`src/rtl/pattern_render_engine_pkg.sv`:
```
// Shared types for the pattern render engine: screen coordinates, fp4.4 samples,
// pattern modes and the frame FSM states.
package pattern_render_engine_pkg;

  localparam int unsigned CoordW   = 10;
  localparam int unsigned LutAddrW = 6;

  typedef struct packed {
    logic [CoordW-1:0] x;
    logic [CoordW-1:0] y;
  } screen_xy_t;

  // Signed fixed point, 4 integer and 4 fraction bits: 1.0 == 16.
  typedef logic signed [7:0] fp44_t;

  typedef enum logic [3:0] {
    ModeBlank    = 4'd0,
    ModeDiag     = 4'd1,
    ModeTop      = 4'd2,
    ModeHalfDiag = 4'd3,
    ModeMid      = 4'd4,
    ModeSteep    = 4'd5,
    ModeBars     = 4'd6,
    ModeSine     = 4'd7,
    ModeSolid    = 4'd8,
    ModeChecker  = 4'd9
  } render_mode_e;

  typedef enum logic [1:0] {StIdle, StRender, StDrain} render_state_e;

endpackage

```
`src/rtl/pattern_render_engine_if.sv`:
```
// Frame control and pixel stream bundle between the render engine and its host/sink.
interface pattern_render_engine_if
  import pattern_render_engine_pkg::*;
#(
  parameter int unsigned COLOR_W = 3
) ();
  logic [3:0]         mode;
  logic [COLOR_W-1:0] fg_color;
  logic [COLOR_W-1:0] bg_color;
  logic               render_ack;
  logic               render_done;
  logic               pix_valid;
  logic               pix_ready;
  screen_xy_t         coords_out;
  logic [COLOR_W-1:0] color_out;
  logic               busy;
  logic [15:0]        frame_count;

  modport master (
    input  mode, fg_color, bg_color, render_ack, pix_ready,
    output render_done, pix_valid, coords_out, color_out, busy, frame_count
  );

  modport slave (
    output mode, fg_color, bg_color, render_ack, pix_ready,
    input  render_done, pix_valid, coords_out, color_out, busy, frame_count
  );
endinterface

```
`src/rtl/pattern_render_engine_trig_lut.sv`:
```
// Registered sine lookup: 64 entries per period in fp4.4, built from a quarter-wave table.
module pattern_render_engine_trig_lut
  import pattern_render_engine_pkg::*;
(
  input  logic                Clk,
  input  logic                Reset_n,
  input  logic                en,
  input  logic [LutAddrW-1:0] addr,
  output fp44_t               data
);

  function automatic logic [4:0] quarter_sin(input logic [4:0] idx);
    case (idx)
      5'd0:  quarter_sin = 5'd0;
      5'd1:  quarter_sin = 5'd2;
      5'd2:  quarter_sin = 5'd3;
      5'd3:  quarter_sin = 5'd5;
      5'd4:  quarter_sin = 5'd6;
      5'd5:  quarter_sin = 5'd8;
      5'd6:  quarter_sin = 5'd9;
      5'd7:  quarter_sin = 5'd10;
      5'd8:  quarter_sin = 5'd11;
      5'd9:  quarter_sin = 5'd12;
      5'd10: quarter_sin = 5'd13;
      5'd11: quarter_sin = 5'd14;
      5'd12: quarter_sin = 5'd15;
      5'd13: quarter_sin = 5'd15;
      5'd14: quarter_sin = 5'd16;
      5'd15: quarter_sin = 5'd16;
      5'd16: quarter_sin = 5'd16;
      default: quarter_sin = 5'd0;
    endcase
  endfunction

  logic [4:0] idx;
  logic [7:0] mag;
  fp44_t      value;

  // addr[4] mirrors the quarter, addr[5] negates the half period.
  always_comb begin
    idx   = addr[4] ? 5'd16 - {1'b0, addr[3:0]} : {1'b0, addr[3:0]};
    mag   = {3'b000, quarter_sin(idx)};
    value = addr[5] ? 8'd0 - mag : mag;
  end

  always_ff @(posedge Clk or negedge Reset_n) begin
    if (!Reset_n) begin
      data <= '0;
    end else if (en) begin
      data <= value;
    end
  end

endmodule

```
`src/rtl/pattern_render_engine.sv`:
```
// Raster-scan test-pattern generator: issue counter -> LUT/coords stage -> output register,
// emitting one pixel beat per cycle on a valid/ready stream.
module pattern_render_engine
  import pattern_render_engine_pkg::*;
#(
  parameter int unsigned WIDTH       = 320,
  parameter int unsigned HEIGHT      = 240,
  parameter int unsigned COLOR_W     = 3,
  parameter int unsigned LUT_STEP    = 16,
  parameter int unsigned CHECK_SHIFT = 3
) (
  input logic                     Clk,
  input logic                     Reset_n,
  pattern_render_engine_if.master bus
);

  localparam logic [CoordW-1:0] XLast = CoordW'(WIDTH - 1);
  localparam logic [CoordW-1:0] YLast = CoordW'(HEIGHT - 1);

  function automatic logic pattern_hit(input logic [3:0] m, input screen_xy_t p, input fp44_t s);
    logic [CoordW-1:0] chk;
    int                row;
    chk = (p.x >> CHECK_SHIFT) ^ (p.y >> CHECK_SHIFT);
    row = ((int'(s) + 16) * int'(HEIGHT / 2)) / 16;
    if (row > int'(HEIGHT) - 1) row = int'(HEIGHT) - 1;
    case (m)
      ModeDiag:     pattern_hit = (p.x == p.y);
      ModeTop:      pattern_hit = (p.y == '0);
      ModeHalfDiag: pattern_hit = ((p.x >> 1) == p.y);
      ModeMid:      pattern_hit = (p.y == CoordW'(HEIGHT / 2));
      ModeSteep:    pattern_hit = (p.x == (p.y >> 1));
      ModeBars:     pattern_hit = p.x[3];
      ModeSine:     pattern_hit = (int'(p.y) == row);
      ModeSolid:    pattern_hit = 1'b1;
      ModeChecker:  pattern_hit = chk[0];
      default:      pattern_hit = 1'b0;
    endcase
  endfunction

  render_state_e       state_q, state_d;
  logic [CoordW-1:0]   x_q, x_d, y_q, y_d;
  logic [3:0]          mode_q;
  logic [COLOR_W-1:0]  fg_q, bg_q;
  logic                s1_valid_q;
  screen_xy_t          s1_xy_q;
  logic                pix_valid_q;
  screen_xy_t          coords_q;
  logic [COLOR_W-1:0]  color_q;
  logic                done_q;
  logic [15:0]         frame_count_q;
  fp44_t               lut_data;
  logic [LutAddrW-1:0] lut_addr;
  logic                adv, start, accept_last;

  assign adv = !pix_valid_q || bus.pix_ready;
  // The done-pulse cycle is already IDLE but must not restart the frame.
  assign start = (state_q == StIdle) && bus.render_ack && !done_q;
  assign accept_last = (state_q == StDrain) && pix_valid_q && bus.pix_ready &&
                       (coords_q.x == XLast) && (coords_q.y == YLast);
  assign lut_addr = LutAddrW'(x_q * LUT_STEP);

  pattern_render_engine_trig_lut u_lut (
    .Clk     (Clk),
    .Reset_n (Reset_n),
    .en      (adv),
    .addr    (lut_addr),
    .data    (lut_data)
  );

  always_comb begin
    state_d = state_q;
    x_d     = x_q;
    y_d     = y_q;
    case (state_q)
      StIdle: begin
        if (start) begin
          state_d = StRender;
          x_d     = '0;
          y_d     = '0;
        end
      end
      StRender: begin
        if (adv) begin
          if (x_q == XLast) begin
            x_d = '0;
            if (y_q == YLast) begin
              y_d     = '0;
              state_d = StDrain;
            end else begin
              y_d = y_q + 1'b1;
            end
          end else begin
            x_d = x_q + 1'b1;
          end
        end
      end
      StDrain: begin
        if (accept_last) state_d = StIdle;
      end
      default: state_d = StIdle;
    endcase
  end

  always_ff @(posedge Clk or negedge Reset_n) begin
    if (!Reset_n) begin
      state_q       <= StIdle;
      x_q           <= '0;
      y_q           <= '0;
      mode_q        <= '0;
      fg_q          <= '0;
      bg_q          <= '0;
      s1_valid_q    <= 1'b0;
      s1_xy_q       <= '0;
      pix_valid_q   <= 1'b0;
      coords_q      <= '0;
      color_q       <= '0;
      done_q        <= 1'b0;
      frame_count_q <= '0;
    end else begin
      state_q <= state_d;
      x_q     <= x_d;
      y_q     <= y_d;
      done_q  <= accept_last;
      if (accept_last) frame_count_q <= frame_count_q + 16'd1;
      if (start) begin
        mode_q <= bus.mode;
        fg_q   <= bus.fg_color;
        bg_q   <= bus.bg_color;
      end
      if (adv) begin
        s1_valid_q  <= (state_q == StRender);
        s1_xy_q     <= '{x: x_q, y: y_q};
        pix_valid_q <= s1_valid_q;
        coords_q    <= s1_xy_q;
        color_q     <= pattern_hit(mode_q, s1_xy_q, lut_data) ? fg_q : bg_q;
      end
    end
  end

  assign bus.render_done = done_q;
  assign bus.pix_valid   = pix_valid_q;
  assign bus.coords_out  = coords_q;
  assign bus.color_out   = color_q;
  assign bus.busy        = (state_q != StIdle);
  assign bus.frame_count = frame_count_q;

endmodule

```
`src/flat_wrapper.sv`:
```
// flat-port wrapper written by rule: the top's interface ports become plain ports
module pattern_render_engine_flat import pattern_render_engine_pkg::*;
#(
  parameter int unsigned WIDTH       = 320,
  parameter int unsigned HEIGHT      = 240,
  parameter int unsigned COLOR_W     = 3,
  parameter int unsigned LUT_STEP    = 16,
  parameter int unsigned CHECK_SHIFT = 3
)
  (Clk, Reset_n, bus_mode, bus_fg_color, bus_bg_color, bus_render_ack, bus_pix_ready, bus_render_done, bus_pix_valid, bus_coords_out, bus_color_out, bus_busy, bus_frame_count);
  pattern_render_engine_if #(.COLOR_W(COLOR_W)) bus_i ();
  input logic Clk;
  input logic Reset_n;
  input wire logic [$bits(bus_i.mode)-1:0] bus_mode;
  input wire logic [$bits(bus_i.fg_color)-1:0] bus_fg_color;
  input wire logic [$bits(bus_i.bg_color)-1:0] bus_bg_color;
  input wire logic [$bits(bus_i.render_ack)-1:0] bus_render_ack;
  input wire logic [$bits(bus_i.pix_ready)-1:0] bus_pix_ready;
  output wire logic [$bits(bus_i.render_done)-1:0] bus_render_done;
  output wire logic [$bits(bus_i.pix_valid)-1:0] bus_pix_valid;
  output wire logic [$bits(bus_i.coords_out)-1:0] bus_coords_out;
  output wire logic [$bits(bus_i.color_out)-1:0] bus_color_out;
  output wire logic [$bits(bus_i.busy)-1:0] bus_busy;
  output wire logic [$bits(bus_i.frame_count)-1:0] bus_frame_count;
  assign bus_i.mode = bus_mode;
  assign bus_i.fg_color = bus_fg_color;
  assign bus_i.bg_color = bus_bg_color;
  assign bus_i.render_ack = bus_render_ack;
  assign bus_i.pix_ready = bus_pix_ready;
  assign bus_render_done = bus_i.render_done;
  assign bus_pix_valid = bus_i.pix_valid;
  assign bus_coords_out = bus_i.coords_out;
  assign bus_color_out = bus_i.color_out;
  assign bus_busy = bus_i.busy;
  assign bus_frame_count = bus_i.frame_count;
  pattern_render_engine #(.WIDTH(WIDTH), .HEIGHT(HEIGHT), .COLOR_W(COLOR_W), .LUT_STEP(LUT_STEP), .CHECK_SHIFT(CHECK_SHIFT)) u_core (.Clk(Clk), .Reset_n(Reset_n), .bus(bus_i));
endmodule
```
`config.mk`:
```
export PLATFORM = sky130hd
export DESIGN_NAME = pattern_render_engine_flat
export DESIGN_NICKNAME = d
export VERILOG_FILES = /design/src/rtl/pattern_render_engine_pkg.sv /design/src/rtl/pattern_render_engine_if.sv /design/src/rtl/pattern_render_engine_trig_lut.sv /design/src/rtl/pattern_render_engine.sv /design/src/flat_wrapper.sv
export SDC_FILE = /design/constraint.sdc
export NUM_CORES = 1
export LEC_CHECK = 0
export CORE_UTILIZATION = 40
export CTS_CLUSTER_SIZE = 8
export DETAILED_ROUTE_END_ITERATION = 10
export GPL_TIMING_DRIVEN = 0
export PLACE_DENSITY_LB_ADDON = 0.08
export SLEW_MARGIN = 30
export SYNTH_ARGS = -nofsm -noshare
export SYNTH_HDL_FRONTEND = slang
export SYNTH_SLANG_ARGS = --single-unit
```
`constraint.sdc`:
```
create_clock -name Clk -period 3.9 [get_ports Clk]
set_input_delay 0.585 -clock Clk [delete_from_list [all_inputs] [get_ports Clk]]
set_output_delay 0.585 -clock Clk [all_outputs]
set_load 0.01 [all_outputs]
```
Word-level counts from Yosys, hierarchy flattened
Memories as Yosys holds them, arrays and structs flattened.
Cells that the tools add are included.
{ "totals": {"reg_bits": 102, "romBits": 160, "out_inout_bits": 42, "elab_cells": 89, "mem_count": 1} }
{ "memory_table": {"columns": ["name", "depth", "word_bits", "read_ports", "rd_clocked_by_memory_dff", "write_ports", "line_no", "source"], "rows": [
  ["(name not given)", 32, 5, 1, 0, 0, "pattern_render_engine_trig_lut.sv:13", "case (idx)"]
]} }
{ "classes": {"add_sub_neg": 6, "mul": 1, "magnitude_cmp": 1, "n_eq_ne": 25, "muxes": 21, "n_bitwise": 2, "reduce_logical": 16} }
{ "op_table": {"columns": ["cell", "n"], "rows": [
  ["32-bit two-way mux", 2],
  ["10-bit two-way mux", 6],
  ["10-bit one-hot mux with 2 select lines", 2],
  ["32-bit by 1-bit adder with 32-bit output", 1],
  ["11-bit by 32-bit == test with 1-bit output", 1],
  ["32-bit by 9-bit > comparator with 1-bit output (second input constant)", 1],
  ["32-bit by 5-bit multiplier with 29-bit output (second input constant)", 1],
  ["10-bit by 1-bit adder with 10-bit output (second input constant)", 2],
  ["10-bit by 8-bit == test with 1-bit output (second input constant)", 2],
  ["10-bit by 9-bit == test with 1-bit output (second input constant)", 2],
  ["16-bit by 1-bit adder with 16-bit output (second input constant)", 1],
  ["4-bit by 3-bit == test with 1-bit output (second input constant)", 4],
  ["10-bit == test", 1],
  ["10-bit by 7-bit == test with 1-bit output (second input constant)", 1],
  ["10-bit by 9-bit == test with 1-bit output", 1],
  ["9-bit by 10-bit == test with 1-bit output", 1],
  ["10-bit zero test", 1],
  ["2-bit two-way mux", 5],
  ["2-bit by 1-bit inequality test with 1-bit output (second input constant)", 5],
  ["8-bit by 6-bit adder with 9-bit output (second input constant)", 1],
  ["1-bit one-hot mux with 9 select lines", 1],
  ["4-bit by 2-bit == test with 1-bit output (second input constant)", 2],
  ["4-bit == test (second input constant)", 2],
  ["8-bit two-way mux", 1],
  ["18 further kinds", 25]
]} }

Logic depth before layout (Yosys ltp)
Gate-level depths: netlist of run 1.
{ "logic_depth": {"word_depth": 11, "depth_mapped": 9, "ltp_nobuf": 9} }

Modules after synthesis
A second synthesis of run 1 with hierarchy kept.
{ "unflattened": {"cells_unflattened": 835, "area_unflattened_um2": 7489.7} }
{ "by_module_without_submodules": {"columns": ["mod", "instances", "cells_per_inst", "area_per_inst_um2", "seq_area_each_um2"], "rows": [
  ["pattern_render_engine", 1, 750, 6725.2, 2352.3],
  ["pattern_render_engine_trig_lut", 1, 85, 764.5, 150.1]
]} }

Worst setup path after synthesis of run 1
Ideal clock, no wire load.
{ "synth_path": {"path_type": "register -> register", "from": "register u_core.coords_q (netlist bit u_core.bus.coords_out[4])", "to": "register u_core.frame_count_q[15] (netlist: u_core.bus.frame_count[15])", "setup_time_ns": 0.079, "arrival_ns": 2.323, "path_slack_ns": 1.498, "stages_incl_launch_ff": 9, "path_buffers": 1, "synth_period_minus_slack_ns": 2.402, "path_cell_list": "dfrtp_1 > or4b_1 > or4_4 > nor3_4 > and4_1 > buf_6 > nand2_4 > nor3_2 > xor2_1"} }
{ "synth_via": {"elab_chain_len": 2} }
{ "synth_rtl": {"columns": ["element", "line_no", "source"], "rows": [
  ["start: declaration", "pattern_render_engine.sv:47", "screen_xy_t coords_q;"],
  ["start signal: assignment", "pattern_render_engine.sv:134", "coords_q <= s1_xy_q;"],
  ["10-bit by 8-bit == test with 1-bit output", "pattern_render_engine.sv:59", "(coords_q.x == XLast) && (coords_q.y == YLast);"],
  ["1-bit logical AND", "pattern_render_engine.sv:59", null],
  ["named net u_core.accept_last", "pattern_render_engine.sv:53", "logic adv, start, accept_last;"],
  ["end signal: assignment", "pattern_render_engine.sv:124", "if (accept_last) frame_count_q <= frame_count_q + 16'd1;"],
  ["end: declaration", "pattern_render_engine.sv:50", "logic [15:0] frame_count_q;"]
]} }
The timed path passes the listed nets, and every way through them passes these cells.
A chain may end at the register's enable or synchronous reset.

Worst setup path in the final report of run 1
{ "layout_path": {"from": "input bus_pix_ready", "to": "register u_core.frame_count_q[12] (netlist: u_core.bus.frame_count[12])"} }
{ "layout_via": {"elab_chain_len": 3} }
{ "layout_rtl": {"columns": ["element", "line_no", "source"], "rows": [
  ["start: declaration", "flat_wrapper.sv:18", "input wire logic [$bits(bus_i.pix_ready)-1:0] bus_pix_ready;"],
  ["1-bit logical AND (2 in series)", "pattern_render_engine.sv:58", "assign accept_last = (state_q == StDrain) && pix_valid_q && bus.pix_ready &&"],
  ["1-bit logical AND", "pattern_render_engine.sv:59", null],
  ["named net u_core.accept_last", "pattern_render_engine.sv:53", null]
]} }
The timed path passes the listed nets, and every way through them passes these cells.

==> results of run 1 <==
==> per-layer routing <==
metal  up-vias  global-route usage (%)  part of all wire, %
li1       1907                       -                    -
met1      1947                   29.51                   48
met2        90                   33.79                   46
met3        17                   2.831                  3.5
met4         0                   9.099                  2.6
met5         -                       0                    0
==> worst max-delay path, cell delays in order <==
cell and delay [ps]:
clkdlybuf4s50_1 510, nand4b_1 180, or4_4 540, nor3_4 450
and3_2 290, and2_1 210, nand3_1 110, xnor2_1 140
==> state kept, by name, indices dropped and copies added (netlist names) <==
name / cells
u_core.mode_q: 4
u_core.u_lut.data: 1
u_core.bus.render_done: 1
u_core.bus.coords_out: 20
u_core.s1_xy_q: 20
u_core.s1_valid_q: 1
u_core.bus.frame_count: 16
u_core.bus.pix_valid: 1
u_core.bus.color_out: 3
u_core.y_q: 10
u_core.state_q: 2
u_core.fg_q: 3
u_core.bg_q: 3
u_core.x_q: 10
==> area by class of cell <==
cell class              instances  area share, %
multi-input cells             371          37.90
flip-flops and latches         95          40.03
clock inverters                 4          1.664
repair buffers                 56          9.627
clock buffers                  12          4.487
inverters                      17          1.074
well taps                     143          3.012
plain buffers                  32          2.212
==> metrics by stage <==
step	power, W	cell area (sq um)	worst slack, ps	instances	hold WS [ps]
floorplan	0.001966	4811	1498	515	289.4
global placement	0.002314	5540	-1341	713	444.7
detailed placement	0.002342	5569	740.2	714	456.1
CTS	0.003420	5934	1036	730	198.5
global route	0.003612	5939	876.9	730	230.5
finish	0.003403	5939	1113	730	181.9
==> layout by cell type (no fill, tap or decap), types with 9 or more instances in the layout <==
cell / instances
clkbuf_16: 9
clkbuf_1: 27
o21ai_0: 48
xor2_1: 17
clkdlybuf4s50_1: 54
nor2_1: 23
nand2_1: 108
inv_1: 17
dfrtp_1: 95
a21oi_1: 12
nand3_1: 13
xnor2_1: 18
mux2_2: 11
==> power groups by stage <==
stage	Sequential, W	Combinational [W]	Clock (W)
after floorplan	0.00125	0.000712	0
after global placement	0.00127	0.00105	0
after detailed placement	0.00127	0.00107	0
after CTS	0.00125	0.00107	0.00109
after global routing	0.00128	0.00120	0.00114
final	0.00125	0.00107	0.00108
==> kinds of logic after synthesis <==
| family | synth area share (%) |
|---|---|
| AOI/OAI and AO/OA | 12.67 |
| DFF | 49.41 |
| muxes | 2.991 |
| buffers and inverters | 4.057 |
| and+or+nand+nor | 22.42 |
| adders and majority gates | 2.081 |
| xor gates and xnor gates | 6.372 |
==> path summary, 6_finish.rpt <==
path                                                from                                      to  cells past startpoint
max                                        bus_pix_ready  u_core.bus.frame_count[12]$_DFFE_PN0P_                      8
min                                              Reset_n    u_core.bus.coords_out[0]$_DFFE_PN0P_                      1
max reg2reg                 u_core.mode_q[3]$_DFFE_PN0P_     u_core.bus.color_out[0]$_DFFE_PN0P_                      9
min reg2reg                u_core.s1_valid_q$_DFFE_PN0P_           u_core.s1_valid_q$_DFFE_PN0P_                      2
max in group asynchronous                        Reset_n              u_core.fg_q[1]$_DFFE_PN0P_                      2
min in group Clk           u_core.s1_valid_q$_DFFE_PN0P_           u_core.s1_valid_q$_DFFE_PN0P_                      2
==> impl_metrics.yaml, run 1 <==
detailed_routing:
  ant_nets: 0
  drt_wl_total_um: 12280
  via_per_inst: 5.426
  drtIter0Drc: 202
  vias: 3961
  drtPass1Iterations: 7
  wl_per_cell_um: 16.82
  drc: 5
worst_setup_path:
  crit_fanout: 7
  reg2reg_slack_ps: 1120
  path_class: "input port to flip-flop"
  worstPathRequired_ps: 4140
  end_kind: "flip-flop"
  start_kind: "input port"
  cp.arrival_ps: 3030
floorplan:
  fp.dieArea_sq_um: 12470
  core_area_sq_um: 11560
  initial_utilization_pct: 41.60
  io_pins: 56
  num_rows: 39
  die_h_um: 111.7
  die-width_um: 111.7
clock_tree:
  cts-resized-gates: 0
  clkLatencyLatePin_ps: 350
  clk_pin_slew_worst_paths_ps: 70
  htree_levels: 3
  cts-root-buf: "clkbuf_16"
  postCtsSetupRepairBufs: 0
  cts.sinks: 95
  cts_buffer_depth: 2
  cts_tree: "done"
  numCtsBuffers: 9
  hold_buffers: 0
cells_and_area:
  num_antenna_cells: 0
  multi_input_area_sq_um: 2251
  drive_gt1_share_pct: 8.348
  final_nets: 604
  fillCellCount: 1111
  areaGrowthSynthToFinish_pct: 23.46
  final_util_pct: 51.36
  register_area_sq_um: 2377
sta:
  finalSetupTns_ps: 0
  min_period_ps: 2787
  max_freq_ghz: 0.3589
  maxSlewViolCount: 0
  hold_viol_final: 0
  finalClockSkew_ps: 6.807
  fin_crit_sh_pct: 71.45
  max_slew_margin_pct: 46.68
  rsz0062_at_grt: "false"
  setup_viol: 0
  tightest_slew_ps: 791.2
yosys:
  yosysMostFrequentCell: "nand2_1"
  syn_inst: 515
  synth_fp_nets: 537
  postSynthAreaPerCell_sq_um: 9.341
  synth_commonest_cells: "nand2_1 (108), dfrtp_1 (95), o21ai_0 (48)"
  synth_top_cells_by_area: "dfrtp_1 (49%), nand2_1 (8.4%), o21ai_0 (5.0%)"
  syn_area_sq_um: 4811
  yosysTopAreaCellShare_pct: 49.41
  yosys_warnings: 0
  synth_cell_types: 60
  synth-async-reset-ratio_pct: 100.0
  ys.flop_type: "dfrtp_1"
  synth_seq_cells: 95
  ys_seq_area_share_pct: 49.41
  synth_edf_count: 0
  synth_top_area_cell: "dfrtp_1"
pwr:
  clkPwrFrac_pct: 31.7
  internal_power_w: 0.002273
  power.density_nw_per_um2: 573.0
  power_switching_share_pct: 33.22
  power.leakage_nw: 2.658
  pwr-share-comb_pct: 31.5
  irDropWorstVdd_mv: 0.2245
  p_sw_w: 0.001130
  seq_power_share_pct: 36.8
placed_design:
  place.gp.congestion: 0.8623
  dp_hpwl_um: 8832
  numPortBuffers: 55
grt:
  grt_max_degree: 54
  groute.usage.overall_pct: 21.35
  antenna_found_initial: 0
  overflow: 0
  grt_pass1_wl_um: 20840
  first_global_vias: 3935
status:
  status: "finished, violations left"
  violations: "DRC"
worst_hold_path:
  min_path_type: "input port to asynchronous set/reset pin"
flow_run:
  maxCapViolCount: 0
(Power assumes the default switching activity.)
==> inputs of run 2 (changes only) <==
==> constraint.sdc (replaced) <==
create_clock -name Clk -period 2.29 [get_ports Clk]
set_input_delay 0.3435 -clock Clk [delete_from_list [all_inputs] [get_ports Clk]]
set_output_delay 0.3435 -clock Clk [all_outputs]
set_load 0.01 [all_outputs]
==> impl_metrics.yaml, run 2 (synthesis results as in run 1) <==
cells_and_area:
  final_nets: 616
  final_cells: 742
  num_antenna_cells: 0
  fillCellCount: 1039
  final_common_cell: "nand2_1"
  drive_gt1_share_pct: 13.86
  areaGrowthSynthToFinish_pct: 28.06
  final_cell_mix: "nand2_1 (108), dfrtp_1 (93), clkdlybuf4s50_1 (54)"
floorplan:
  die-width_um: 111.7
  io_pins: 56
  die_h_um: 111.7
  initial_utilization_pct: 41.60
  num_rows: 39
  core_area_sq_um: 11560
  fp.dieArea_sq_um: 12470
clock_tree:
  numCtsBuffers: 9
  htree_levels: 3
  cts.sinks: 95
  cts-root-buf: "clkbuf_16"
  clk_pin_slew_worst_paths_ps: 60
  cts_buffer_depth: 2
  clkLatencyLatePin_ps: 350
  cts_tree: "done"
placed_design:
  dp_hpwl_um: 8764
  place.gp.congestion: 0.8606
  dp.cells: 714
  numPortBuffers: 55
pwr:
  irDropWorstVdd_mv: 0.7548
  power.leakage_nw: 2.769
  finalPower_w: 0.005877
  power.density_nw_per_um2: 953.9
sta:
  tightest_slew_ps: 619.9
  setup_viol: 9
  max_freq_ghz: 0.4202
  finalWorstSetupSlack_ps: -89.80
  finalClockSkew_ps: 5.376
  min_period_ps: 2380
  hold_viol_final: 0
  max_slew_margin_pct: 58.67
  rsz0062_at_grt: "true"
  fin_crit_sh_pct: 103.9
  maxSlewViolCount: 0
worst_setup_path:
  path_class: "flip-flop to flip-flop"
  cp.arrival_ps: 2650
  critPathSlowestCell: "or4b_1"
  start_kind: "flip-flop"
  crit_fanout: 5
  worstPathRequired_ps: 2560
  worst_path_largest_cell_delay_ps: 530
  end_kind: "flip-flop"
  path_common_cell: "nor3_4"
  worstPathCellList: "or4b_1 -> or4_4 -> nor3_4 -> and4_1 -> buf_6 -> nand2_4 -> nor3_4 -> xor2_1"
detailed_routing:
  drt_wl_total_um: 12340
  drtPass1Iterations: 7
  wl_per_cell_um: 16.63
  vias: 4071
  via_per_inst: 5.487
  ant_nets: 0
  drtIter0Drc: 233
  drc: 7
flow_run:
  maxCapViolCount: 0
status:
  violations: "DRC, setup timing"
  status: "finished, violations left"
grt:
  grt_pass1_wl_um: 20470
  first_global_vias: 3925
  grt_max_degree: 65
  overflow: 0
  groute.usage.overall_pct: 21.05
  antenna_found_initial: 0
worst_hold_path:
  min_path_type: "input port to asynchronous set/reset pin"
==> run 2: cell count changes in the layout (fill, tap and decap cells not counted), sizes merged <==
| cell | change |
|---|---|
| inv | -1 |
| buf | +17 |
| clkbuf | -4 |
| dlygate4sd3 | +1 |
| clkinv | +1 |
| bufinv | -2 |
==> run 2: critical path, delay by kind of cell (launching register included) <==
family,cells,cell delay [ps]
xor gates and xnor gates,1,150
and+or+nand+nor,6,1650
buffers and inverters,1,120
DFF,1,380
==> run 2: path summary, 6_finish.rpt <==
kind	start	to	slack, ps	cells past startpoint
worst max-delay path	u_core.bus.coords_out[4]$_DFFE_PN0P_	u_core.bus.frame_count[15]$_DFFE_PN0P_	-90	8
worst min-delay path	Reset_n	u_core.bus.coords_out[1]$_DFFE_PN0P_	450	2
worst max register to register	u_core.bus.coords_out[4]$_DFFE_PN0P_	u_core.bus.frame_count[15]$_DFFE_PN0P_	-90	8
worst min register to register	u_core.bus.frame_count[15]$_DFFE_PN0P_	u_core.bus.frame_count[15]$_DFFE_PN0P_	470	1
max in group asynchronous	Reset_n	u_core.s1_xy_q[10]$_DFFE_PN0P_	1210	3
min in group Clk	u_core.bus.frame_count[15]$_DFFE_PN0P_	u_core.bus.frame_count[15]$_DFFE_PN0P_	470	1
==> run 2: layer usage <==
| layer | routed length, um | share of wire, % | GRT usage [%] |
|---|---|---|---|
| met4 | 266 | 2.2 | 7.297 |
| met1 | 5664 | 46 | 28.30 |
| met5 | 0 | 0 | 0 |
| met2 | 5800 | 47 | 33.33 |
| met3 | 605 | 4.9 | 4.899 |
==> run 2: repair_timing <==
action / 4_1_cts / 5_1_grt
hold buffers: 1 / 0
endpoints found under the setup margin: 24 / 28
pin swaps: 3 / 8
hold endpoints to repair: 31 / 0
buffers inserted: 10 / 8
gates resized for setup: 14 / 25
cloned: 0 / 1
==> run 2: layout make-up <==
| class | instances | area, sq um | area share, % |
|---|---|---|---|
| clock buffer | 14 | 294.0 | 4.773 |
| tap | 143 | 178.9 | 2.904 |
| inverter | 17 | 63.81 | 1.036 |
| multi-input combinational | 371 | 2356 | 38.24 |
| clock inverter | 2 | 35.03 | 0.5686 |
| timing repair buffer | 75 | 726.9 | 11.80 |
| buffer | 25 | 126.4 | 2.051 |
| sequential | 95 | 2380 | 38.63 |
==> run 2: report_power, final <==
part	internal (W)	switching, W	leakage, nW
Combinational	0.000960	0.00114	1.33
Sequential	0.00193	0.000240	1.27
Clock	0.000993	0.000619	0.165
Total	0.00388	0.00200	2.77
==> run 2: per-stage QoR <==
stage | hold WS [ps] | setup slack (ps) | TNS [ps] | cell area [sq um] | utilization [%]
after floorplan | 47.91 | -40.39 | -86.10 | 4816 | -
after global placement | 439.5 | -2730 | -274960 | 5545 | 47.95
after detailed placement | 251.8 | -670.6 | -13750 | 5587 | 48.31
after CTS | 455.5 | -186.4 | -1427 | 6057 | 52.37
after global routing | 471.1 | -212.6 | -2081 | 6161 | 53.27
final | 449.5 | -89.80 | -395.2 | 6161 | 53.27
